$ cat config.mk
export PLATFORM = sky130hd
export DESIGN_NAME = mem_load_ctrl
export DESIGN_NICKNAME = d
export VERILOG_FILES = /design/src/rtl/mem_load_pkg.sv /design/src/rtl/mem_load_ctrl_sync2.sv /design/src/rtl/mem_load_ctrl.sv
export SDC_FILE = /design/constraint.sdc
export NUM_CORES = 1
export LEC_CHECK = 0
export CORE_MARGIN = 2
export CORE_UTILIZATION = 45
export CTS_CLUSTER_SIZE = 10
export DETAILED_ROUTE_END_ITERATION = 8
export MAX_ROUTING_LAYER = met4
export PLACE_DENSITY = 0.7
export SLEW_MARGIN = 20
export SYNTH_ARGS = -nofsm -noshare
export SYNTH_HDL_FRONTEND = slang
export SYNTH_SLANG_ARGS = --single-unit
$ cat constraint.sdc
create_clock -name clk -period 5.2 [get_ports clk]
set_input_delay 1.04 -clock clk [delete_from_list [all_inputs] [get_ports clk]]
set_output_delay 1.04 -clock clk [all_outputs]
set_load 0.05 [all_outputs]
$ cat src/rtl/mem_load_pkg.sv
// Shared types and constants for the load-mode memory sequencer.
package mem_load_pkg;

  localparam int unsigned TGT_W = 8;
  localparam logic [TGT_W-1:0] TGT_INSTR = 8'h00;
  localparam logic [TGT_W-1:0] TGT_DATA  = 8'h01;

  // Frame states are named after the byte most recently consumed.
  typedef enum logic [2:0] {
    S_HOLD,
    S_RUN,
    S_IDLE,
    S_TGT,
    S_LEN0,
    S_LEN1,
    S_PAY,
    S_CHK
  } state_t;

  function automatic logic is_busy(input state_t s);
    return s inside {S_TGT, S_LEN0, S_LEN1, S_PAY, S_CHK};
  endfunction

endpackage

$ cat src/rtl/mem_load_ctrl_sync2.sv
// Two-flop synchroniser for a slow asynchronous level input.
module sync2 (
  input  logic clk,
  input  logic rst,
  input  logic d,
  output logic q
);

  logic r_meta;
  logic r_sync;

  always_ff @(posedge clk or negedge rst) begin
    if (!rst) begin
      r_meta <= 1'b0;
      r_sync <= 1'b0;
    end else begin
      r_meta <= d;
      r_sync <= r_meta;
    end
  end

  assign q = r_sync;

endmodule

$ cat src/rtl/mem_load_ctrl.sv
// Load-mode sequencer: parses framed UART bytes into 32-bit memory writes
// and holds the CPU in reset while loading.
module mem_load_ctrl
  import mem_load_pkg::*;
#(
  parameter int unsigned ADDR_W   = 14,
  parameter int unsigned TIMEOUT  = 1_000_000,
  parameter int unsigned RST_HOLD = 4
) (
  input  logic              clk,
  input  logic              rst,
  input  logic              mode_switch,
  input  logic              rx_valid,
  input  logic [7:0]        rx_byte,
  output logic              mem_we,
  output logic              mem_sel,
  output logic [ADDR_W-1:0] mem_addr,
  output logic [31:0]       mem_wdata,
  output logic              cpu_en,
  output logic              cpu_rst,
  output logic              busy,
  output logic              done,
  output logic              err
);

  localparam int unsigned IDLE_W = $clog2(TIMEOUT + 1);
  localparam int unsigned HOLD_W = $clog2(RST_HOLD + 1);

  logic w_mode;

  sync2 u_sync_mode (
    .clk (clk),
    .rst (rst),
    .d   (mode_switch),
    .q   (w_mode)
  );

  state_t              r_state,    w_state_nxt;
  logic [HOLD_W-1:0]   r_hold_cnt, w_hold_nxt;
  logic [IDLE_W-1:0]   r_idle_cnt, w_idle_nxt;
  logic [1:0]          r_bcnt,     w_bcnt_nxt;
  logic [23:0]         r_shift,    w_shift_nxt;
  logic [ADDR_W:0]     r_wcnt,     w_wcnt_nxt;
  logic [ADDR_W:0]     r_addr,     w_addr_nxt;
  logic [7:0]          r_len_lo,   w_len_lo_nxt;
  logic [7:0]          r_xor,      w_xor_nxt;
  logic                r_sel,      w_sel_nxt;
  logic                r_mem_we,   w_we_nxt;
  logic                r_mem_sel,  w_msel_nxt;
  logic [ADDR_W-1:0]   r_mem_addr, w_maddr_nxt;
  logic [31:0]         r_mem_wdata, w_wdata_nxt;
  logic                r_cpu_en,   r_cpu_rst, r_busy;
  logic                r_done,     w_done_nxt;
  logic                r_err,      w_err_nxt;

  logic [15:0]         w_len;
  logic                w_len_ok;
  logic                w_timeout;

  assign w_len     = {rx_byte, r_len_lo};
  assign w_len_ok  = (w_len != 16'd0) && (32'(w_len) <= (32'd1 << ADDR_W));
  // Fires on the edge where the idle count would reach TIMEOUT.
  assign w_timeout = !rx_valid && (r_idle_cnt == IDLE_W'(TIMEOUT - 1));

  always_comb begin
    w_state_nxt  = r_state;
    w_hold_nxt   = r_hold_cnt;
    w_idle_nxt   = '0;
    w_bcnt_nxt   = r_bcnt;
    w_shift_nxt  = r_shift;
    w_wcnt_nxt   = r_wcnt;
    w_addr_nxt   = r_addr;
    w_len_lo_nxt = r_len_lo;
    w_xor_nxt    = r_xor;
    w_sel_nxt    = r_sel;
    w_we_nxt     = 1'b0;
    w_msel_nxt   = r_mem_sel;
    w_maddr_nxt  = r_mem_addr;
    w_wdata_nxt  = r_mem_wdata;
    w_done_nxt   = r_done;
    w_err_nxt    = r_err;

    if (is_busy(r_state) && !rx_valid) begin
      w_idle_nxt = r_idle_cnt + 1'b1;
    end

    case (r_state)
      S_HOLD: begin
        if (r_hold_cnt == HOLD_W'(RST_HOLD - 1)) begin
          w_hold_nxt  = '0;
          w_state_nxt = w_mode ? S_IDLE : S_RUN;
        end else begin
          w_hold_nxt = r_hold_cnt + 1'b1;
        end
      end
      S_RUN: begin
        if (w_mode) w_state_nxt = S_IDLE;
      end
      S_IDLE: begin
        if (!w_mode) begin
          w_state_nxt = S_HOLD;
        end else if (rx_valid) begin
          if (rx_byte == TGT_INSTR || rx_byte == TGT_DATA) begin
            w_state_nxt = S_TGT;
            w_sel_nxt   = rx_byte[0];
            w_done_nxt  = 1'b0;
            w_err_nxt   = 1'b0;
            w_xor_nxt   = '0;
            w_bcnt_nxt  = '0;
            w_addr_nxt  = '0;
          end else begin
            w_done_nxt = 1'b0;
            w_err_nxt  = 1'b1;
          end
        end
      end
      default: begin
        if (!w_mode) begin
          w_err_nxt   = 1'b1;
          w_state_nxt = S_HOLD;
        end else if (rx_valid) begin
          case (r_state)
            S_TGT: begin
              w_len_lo_nxt = rx_byte;
              w_state_nxt  = S_LEN0;
            end
            S_LEN0: begin
              if (w_len_ok) begin
                w_wcnt_nxt  = (ADDR_W + 1)'(w_len);
                w_state_nxt = S_LEN1;
              end else begin
                w_err_nxt   = 1'b1;
                w_state_nxt = S_IDLE;
              end
            end
            S_LEN1, S_PAY: begin
              w_state_nxt = S_PAY;
              w_xor_nxt   = r_xor ^ rx_byte;
              w_bcnt_nxt  = r_bcnt + 1'b1;
              if (r_bcnt == 2'd3) begin
                w_we_nxt    = !r_addr[ADDR_W];
                w_msel_nxt  = r_sel;
                w_maddr_nxt = r_addr[ADDR_W-1:0];
                w_wdata_nxt = {rx_byte, r_shift};
                w_addr_nxt  = r_addr + 1'b1;
                w_wcnt_nxt  = r_wcnt - 1'b1;
                if (r_wcnt == (ADDR_W + 1)'(1)) w_state_nxt = S_CHK;
              end else begin
                w_shift_nxt = {rx_byte, r_shift[23:8]};
              end
            end
            S_CHK: begin
              if (rx_byte == r_xor) w_done_nxt = 1'b1;
              else                  w_err_nxt  = 1'b1;
              w_state_nxt = S_IDLE;
            end
            default: ;
          endcase
        end else if (w_timeout) begin
          w_err_nxt   = 1'b1;
          w_state_nxt = S_IDLE;
        end
      end
    endcase
  end

  always_ff @(posedge clk or negedge rst) begin
    if (!rst) begin
      r_state <= S_HOLD;
    end else begin
      r_state <= w_state_nxt;
    end
  end

  always_ff @(posedge clk or negedge rst) begin
    if (!rst) begin
      r_hold_cnt  <= '0;
      r_idle_cnt  <= '0;
      r_bcnt      <= '0;
      r_shift     <= '0;
      r_wcnt      <= '0;
      r_addr      <= '0;
      r_len_lo    <= '0;
      r_xor       <= '0;
      r_sel       <= 1'b0;
      r_mem_we    <= 1'b0;
      r_mem_sel   <= 1'b0;
      r_mem_addr  <= '0;
      r_mem_wdata <= '0;
      r_cpu_en    <= 1'b0;
      r_cpu_rst   <= 1'b1;
      r_busy      <= 1'b0;
      r_done      <= 1'b0;
      r_err       <= 1'b0;
    end else begin
      r_hold_cnt  <= w_hold_nxt;
      r_idle_cnt  <= w_idle_nxt;
      r_bcnt      <= w_bcnt_nxt;
      r_shift     <= w_shift_nxt;
      r_wcnt      <= w_wcnt_nxt;
      r_addr      <= w_addr_nxt;
      r_len_lo    <= w_len_lo_nxt;
      r_xor       <= w_xor_nxt;
      r_sel       <= w_sel_nxt;
      r_mem_we    <= w_we_nxt;
      r_mem_sel   <= w_msel_nxt;
      r_mem_addr  <= w_maddr_nxt;
      r_mem_wdata <= w_wdata_nxt;
      r_cpu_en    <= (w_state_nxt == S_RUN);
      r_cpu_rst   <= (w_state_nxt != S_RUN);
      r_busy      <= is_busy(w_state_nxt);
      r_done      <= w_done_nxt;
      r_err       <= w_err_nxt;
    end
  end

  assign mem_we    = r_mem_we;
  assign mem_sel   = r_mem_sel;
  assign mem_addr  = r_mem_addr;
  assign mem_wdata = r_mem_wdata;
  assign cpu_en    = r_cpu_en;
  assign cpu_rst   = r_cpu_rst;
  assign busy      = r_busy;
  assign done      = r_done;
  assign err       = r_err;

endmodule

; After elaboration in Yosys (flattened, before gate mapping)
; Index checks and enable logic that the tools add are counted.
[op_classes]
add_sub_neg = 5
n_lt_le_gt_ge = 1
n_eq_ne = 29
mux = 63
bitwise_logic = 4
n_reduce_logical = 28
[op_table]
columns = cell, n
row1 = two-way mux 15 bit, 9
row2 = case mux 15 bit (2 select lines), 2
row3 = two-way mux 8 bit, 6
row4 = two-way mux 3 bit, 10
row5 = == test 3 bit (second input constant), 8
row6 = two-way mux 1 bit, 21
row7 = adder 20 x 1 -> 20 bit (second input constant), 1
row8 = == test 20 bit (second input constant), 1
row9 = two-way mux 20 bit, 1
row10 = AND reduction 5 bit, 4
row11 = less-or-equal comparator 16 x 15 -> 1 bit (second input constant), 1
row12 = case mux 8 bit (2 select lines), 1
row13 = nonzero test 16 bit, 1
row14 = adder 15 x 1 -> 15 bit (second input constant), 1
row15 = == test 15 x 1 -> 1 bit (second input constant), 1
row16 = inequality test 5 bit (second input constant), 3
row17 = subtractor 15 x 1 -> 15 bit (second input constant), 1
row18 = two-way mux 2 bit, 7
row19 = == test 3 x 2 -> 1 bit (second input constant), 4
row20 = case mux 3 bit (4 select lines), 1
row21 = AND reduction 6 bit, 2
row22 = nonzero test 2 bit, 5
row23 = nonzero test 5 bit, 2
row24 = case mux 3 bit (3 select lines), 1
row25 = other kinds (23), 36
[word_totals]
reg_bits = 154
input_bits = 12
out_inout_bits = 53
elab_cells = 151

; Logic depth before layout (Yosys ltp)
[logic_depth]
word_depth = 9
ltp_mapped = 9

; Cells and area by module
; From an unflattened synthesis, not the netlist that was laid out.
[unflattened]
cells_unflattened = 724
hier_area_um2 = 7099.3
[by_module_without_submodules]
columns = mod, n_inst, cells_each, area_each_um2
row1 = mem_load_ctrl, 1, 722, 7049.3
row2 = sync2, 1, 2, 50.0

; Least setup slack after synthesis
; No wires, ideal clock.
[synth_timing]
kind = input -> register
from = input port rx_byte[4]
to = register r_wcnt[10]
arrival_time_ps = 2477
required_ps = 5066
path_slack_ps = 2589
cell_stages = 9
path_buffers = 3
cell_sequence = buf_4 nor4_1 nand4_1 mux2i_2 a21oi_2 buf_2 buf_6 o21ai_0 o21ai_0
[synth_via]
elab_chain_len = 4
[synth_lines]
columns = item, line_no
row1 = "start, declared", mem_load_ctrl.sv:14  ; input logic [7:0] rx_byte,
row2 = less-or-equal comparator 16 x 15 -> 1 bit or nonzero test 16 bit (tied branches), mem_load_ctrl.sv:61  ; assign w_len_ok = (w_len != 16'd0) && (32'(w_len) <= (32'd1 << ADDR_W));
row3 = logical AND 1 bit (*), mem_load_ctrl.sv:61
row4 = inequality test 2 bit (no line) (*), -
row5 = AND reduction 6 bit (no line) (*), -
row6 = "end signal, assigned", mem_load_ctrl.sv:200  ; r_wcnt <= w_wcnt_nxt;
row7 = "end, declared", mem_load_ctrl.sv:43  ; logic [ADDR_W:0] r_wcnt, w_wcnt_nxt;
; Mark *: on every way between the ends. The rest lies on a longest branch, timed or not.
; A chain may end at the register's enable or synchronous reset.

; Final worst setup path
[layout_timing]
from = input port rx_valid
to = register r_shift[2]
[layout_via]
elab_chain_len = 1
[layout_lines]
columns = item, line_no
row1 = "start, declared", mem_load_ctrl.sv:13  ; input logic rx_valid,
row2 = AND reduction 5 bit (no line), -
row3 = "end signal, assigned", mem_load_ctrl.sv:199  ; r_shift <= w_shift_nxt;
row4 = "end, declared", mem_load_ctrl.sv:42  ; logic [23:0] r_shift, w_shift_nxt;
; Every way passes these cells.

==> results.md <==
* Status: finished clean
* CP startpoint kind: input port
* Max_cap viols at 0
* Setup TNS at 0 ns
* Reg-to-reg critical path startpoint: r_state[0]
* Post-synth EDFFs at 0
* Nets at 780
* Final Hold Vio Count at 0
* Setup ws final at approximately 1.8 ns
* Top cells by area, synth: dfrtp_1 (55%), nand2_1 (8.6%), mux2_2 (5.7%), nor2_1 (4.3%), o21ai_0 (3.4%)
* CP dominant cell by count: nand2_1
* Asr flop ratio synth at 1.00
* Clk_skew at 0.00625 ns
* Initial DRC count at 303
* Detail Route Antenna Nets at 0
* Hold_ws at between 0.3 and 0.4 ns
* First-pass GRT wire length at between 20 and 25 mm
* R2R Setup Slk at between 2 and 2.5 ns
* Family with the most delay on the worst path: simple AND/OR/NAND/NOR gates
* Worst reg2reg path depth at 6
* Overall Global Routing Usage at 0.197
* Worst EP arrival at 3.68 ns
* CP Launch Point: rx_valid
* DR vias at 5169
* Power Total at roughly 2.9 mW
* Die W at 128 um
* Number of post-CTS setup repair buffers at 0
* Post-synth top flop: dfrtp_1
* Synth unique cells at 58
* CTS Sinks at 154
* Hpwl dp at 9.58 mm
* CP endpoint: r_shift[2]
* Post-DP Area at ~7700 um2
* Layout cell share with drive strength beyond 1 at 0.108
* Dpl cells at 931
* Wire length per cell at approximately 15 um
* Initial antenna violation count at 0
* Post-CTS Resized at 0
* Sequential area share after synthesis at 0.555
* Hold wc startpoint: u_sync_mode.r_meta
* Bufs on Longest Clock Path at 2
* WP buf/inv at 2
* Synth area leader: dfrtp_1
* Syn Inst Count at ~720
* Die Y at 128 um
* Reg2reg end: r_shift[2]
* Clk pin slew, worst setup/hold paths at around 0.060 ns
* Via density per instance at 5.37
* Pre-CTS WS at around 1.3 ns
* Slowest cell on crit path: clkdlybuf4s50_1
* Max incr delay on CP at around 0.57 ns
* Synth warn at 0
* First-pass DRT Iterations at 5
* Most frequent cells in the layout: nand2_1 (159), dfrtp_1 (153), nor2_1 (77)
* Critical path depth at 7
* Core Util, Final at 0.547
* Clk root buf: clkbuf_16
* CP Data Required Time at roughly 5.5 ns
* Worst setup EP type: register
* Minimum clock period at 3.37 ns
* I/O pin count at 65
* Port Buffer Count at 64
* Max Slew Vio Count at 0
* Cell row count at 45
* CTS buffer count at 17
* Fin crit share at 0.649
* Yosys reg bits at 154
* Share of the synthesized area in the top cell type at 0.551
* Max FO, Critical Path at 14
* Final non-filler cell total at 963
* Most common cell after layout, fill and taps aside: nand2_1
* Worst vdd ir at between 0.0002 and 0.0003 V
* Number of global-route vias before repair at ~5000
* Cell Pwr Density at 345 nW/um2
* Mapped Nets at 733
* H-tree levels at 4
* Fmax at 297 MHz
* Final WL at 14.7 mm
* Starting density of the core at 0.459
* Pin count of the biggest net entering global routing at 120
* Clock Latency Late Sink at 0.43 ns
* TritonCTS clock tree: built
* Global placer's final weighted congestion at 0.865
* Crit Path Category: in2reg
* Mean Syn Cell Area at 9.72 um2
* Hold_buf cts at 0
* Fillers at 1298
* Antenna Cells at 0
* Critical Path, Cell by Cell: clkdlybuf4s50_1, nand2_1, nor2_1, nand2_1, nor2_2, buf_4, mux2_2
* Area grow syn2layout at 19.3%
* RSZ-0062 raised after global routing: no
* Gr ovfl total at 0
* Die Footprint at 16400 um2
* Worst slew pin tran at 0.942 ns
* Max_slew headroom at 0.370
* Worst min path class: reg2reg
* Core area at 15100 um2
* Synth Cell Area at between 6000 and 7000 um2
* Post-route DRC violation count at 0
* Final Instance Area at between 8000 and 9000 um2
* Final setup viols at 0
* Lkg Pwr at approximately 3.8 nW
-- worst reg2reg max path, delay by kind of cell (launching register included) --
| kind | cells | cell delay [ns] |
|---|---|---|
| simple gates | 3 | 1.51 |
| flops | 1 | 0.60 |
| mux | 1 | 0.36 |
| buf+inv | 1 | 0.32 |
| xor+xnor | 1 | 0.25 |
-- cell usage after synthesis, types with 9 or more instances --
library cell,n
nor3_1,14
nand2b_1,12
nand2_1,159
mux2_2,35
nor2_1,79
xor2_1,24
a21oi_1,22
inv_1,9
or3_1,11
nand4_1,14
o21ai_0,47
clkbuf_1,23
xnor2_1,9
dfrtp_1,153
nand3_1,16
-- flip-flops by register name, indices dropped and copies added (netlist names) --
register            cells
busy                    1
cpu_en                  1
cpu_rst                 1
done                    1
err                     1
mem_addr               14
mem_sel                 1
mem_wdata              32
mem_we                  1
r_addr                 15
r_bcnt                  2
r_hold_cnt              3
r_idle_cnt             20
r_len_lo                8
r_sel                   1
r_shift                24
r_state                 3
r_wcnt                 15
r_xor                   8
u_sync_mode.q           1
u_sync_mode.r_meta      1
-- cell families (layout without fill, tap and decap cells) --
logic type,count (synthesis),after routing,synth area share
XOR/XNOR,33,33,0.0416
multiplexers,37,37,0.0601
AND/OR/NAND/NOR,335,335,0.215
flip-flops,154,154,0.555
buffers and inverters,49,109,0.0306
adder cells (fa/ha/maj),6,6,0.0108
AO/OA/AOI/OAI,101,101,0.0872
-- power by group --
part,leakage [nW],internal [mW],switching [mW]
clock network,0.273,0.732,0.486
logic,1.46,0.129,0.182
registers,2.12,1.26,0.0700
-- metal layers --
metal | part of all wire | track usage | vias up
met4 | 0.011 | 0.0608 | 0
met3 | 0.041 | 0.0451 | 14
met5 | 0 | - | -
met1 | 0.47 | 0.254 | 2542
li1 | - | - | 2500
met2 | 0.48 | 0.313 | 113
-- worst min-delay path by stage --
| stage | slack, ns | endpoint | cells past startpoint |
|---|---|---|---|
| floorplan | 0.33 | u_sync_mode.q | 0 |
| global placement | 0.34 | u_sync_mode.q | 0 |
| detailed placement | 0.35 | u_sync_mode.q | 0 |
| CTS | 0.36 | u_sync_mode.q | 0 |
| global route | 0.36 | u_sync_mode.q | 0 |
| finish | 0.36 | u_sync_mode.q | 0 |
-- cell type report --
class | count | area, um2 | share of cell area
clock buffer | 22 | 464 | 0.0560
clock inverter | 10 | 118 | 0.0142
inverter | 9 | 33.8 | 0.00407
multi-input combinational | 512 | 2910 | 0.351
sequential | 154 | 3850 | 0.465
tap | 188 | 235 | 0.0284
timing repair buffer | 68 | 674 | 0.0813
(Power assumes the default switching activity.)
==> variant: new RTL, same settings <==
Make the reset (`rst`) synchronous in 3 clocked blocks. Comments in the files are not updated.
--- a/src/rtl/mem_load_ctrl_sync2.sv
+++ b/src/rtl/mem_load_ctrl_sync2.sv
@@ -9,7 +9,7 @@
   logic r_meta;
   logic r_sync;
 
-  always_ff @(posedge clk or negedge rst) begin
+  always_ff @(posedge clk) begin
     if (!rst) begin
       r_meta <= 1'b0;
       r_sync <= 1'b0;
--- a/src/rtl/mem_load_ctrl.sv
+++ b/src/rtl/mem_load_ctrl.sv
@@ -164,7 +164,7 @@
     endcase
   end
 
-  always_ff @(posedge clk or negedge rst) begin
+  always_ff @(posedge clk) begin
     if (!rst) begin
       r_state <= S_HOLD;
     end else begin
@@ -172,7 +172,7 @@
     end
   end
 
-  always_ff @(posedge clk or negedge rst) begin
+  always_ff @(posedge clk) begin
     if (!rst) begin
       r_hold_cnt  <= '0;
       r_idle_cnt  <= '0;
Formal check against the unedited RTL: same outputs for any inputs over 4 cycles, from zero or initial values and one cycle with rst low; that may be too few to reach the edited logic, so the function may still have changed.
==> variant against the original RTL <==
- sequential share of layout area shrank 8.5 points
- setup slack lost 0.013 ns
- wire length increased by 12%
- critical endpoint is now r_wcnt[3]
- non-clock buffer count grew 5
- sequential cell count is the same
- area after synthesis fell by 1.2%
- register-to-register slack gained 0.14 ns
- design area decreased by 2.2%
Power is not compared: it rests on default switching activity, and its combinational part moved more than twofold at a synthesized area within 25%.
==> variant: results (changes against the original RTL) <==
[metrics] result of the run: completed
[metrics] total placed instance area: 7560 um2 (-1.7%)
[metrics] Netlist cell types: 63 (+8.6%)
[metrics] cell count of the worst reg-to-reg path: 5 (-1)
[metrics] worst slew pin tran: 0.897 ns (-0.0452 ns)
[metrics] Worst path slowest cell: sky130_fd_sc_hd__nor2_1
[metrics] r2r setup slk: 2.18 ns (+0.14 ns)
[metrics] non-clock inverter count: 20 (+11)
[metrics] startpoint of the tightest hold check path: u_sync_mode.r_meta
[metrics] worst slack at placement: 1.42 ns (+0.0921 ns)
[metrics] instance count along the most critical hold path: 1 (+1)
[metrics] RR Startpoint: r_state[1]
[metrics] sequential cell area fraction in the yosys report: 0.449 (-0.106)
[metrics] Mapped Nets: 881 (+20%)
[metrics] synthesized-area fraction occupied by ao, oa, aoi and oai cells: 0.159 (+0.0723)
[metrics] Critical Path Source: rx_byte[2]
[metrics] final-layout fill cell count: 1430 (+10%)
[metrics] fraction of layout cells with a size suffix above 1: 0.0618 (-0.0466)
[metrics] placer's final routability congestion estimate: 0.885 (+2.3%)
[metrics] Synth async-reset ratio: 0 (-1.00)
[metrics] global-route wire length before repair: 27.4 mm (+9.6%)
[metrics] most area-consuming cells after synthesis: sky130_fd_sc_hd__dfxtp_1, sky130_fd_sc_hd__nand2_1, sky130_fd_sc_hd__a21oi_1, sky130_fd_sc_hd__nor2_1, sky130_fd_sc_hd__clkbuf_1
[metrics] pin count of the biggest net entering global routing: 62 (-48%)
[metrics] final net count: 911 (+17%)
[metrics] number of global-route vias before repair: 5572 (+9.8%)
[metrics] multi-input logic portion of the cell area: 0.426 (+0.0749)
[metrics] sequential cell area share: 0.380 (-0.0847)
[metrics] number of clock buffer instances in the layout: 18 (-18%)
[metrics] Synth Area in Adders: 0.0109 (+0.000128)
[metrics] XOR/XNOR share of the synthesized area: 0.0357 (-0.00588)
[metrics] Signal buf overhead: 0.0873 (+0.00600)
[metrics] total wirelength of the detailed-routed design: 16.5 mm (+12%)
[metrics] GRT Util Overall: 0.213 (+0.0156)
[metrics] cell types with the highest counts after synthesis: sky130_fd_sc_hd__nand2_1, sky130_fd_sc_hd__dfxtp_1, sky130_fd_sc_hd__a21oi_1
[metrics] Critical Path AT: 3.67 ns (about the same)
[metrics] multi-input combinational cell area: 3450 um2 (+19%)
[metrics] vias post-DR: 6082 (+18%)
==> variant: worst max-delay path by stage <==
stage / endpoint / slack [ns] / depth (start not counted)
final: r_wcnt[3] / 1.81 / 6
after global routing: r_wcnt[6] / 1.62 / 6
after CTS: r_wcnt[3] / 1.90 / 6
after detailed placement: r_wcnt[3] / 1.42 / 6
after global placement: r_wcnt[3] / 1.44 / 6
after floorplan: cpu_en / 2.39 / 7
==> variant: metrics by stage <==
stage	hold WS, ns	std cells
floorplan	0.412	863
global placement	0.419	1062
detailed placement	0.429	1062
CTS	0.437	1094
global route	0.450	1094
finish	0.433	1094
==> variant: kinds of logic (layout without fill, tap and decap cells) <==
logic type,Yosys count,in the layout
and+or+nand+nor,388,388
AOI/OAI and AO/OA,188,188
DFF,154,154
buffers and inverters,82,125
xor gates and xnor gates,28,28
muxes,17,17
adders and majority gates,6,6
==> variant: routing by layer <==
metal  part of all wire  global-route usage
met5                  0                   -
met4              0.014              0.0659
met3              0.039              0.0465
met2               0.47               0.328
met1               0.47               0.281
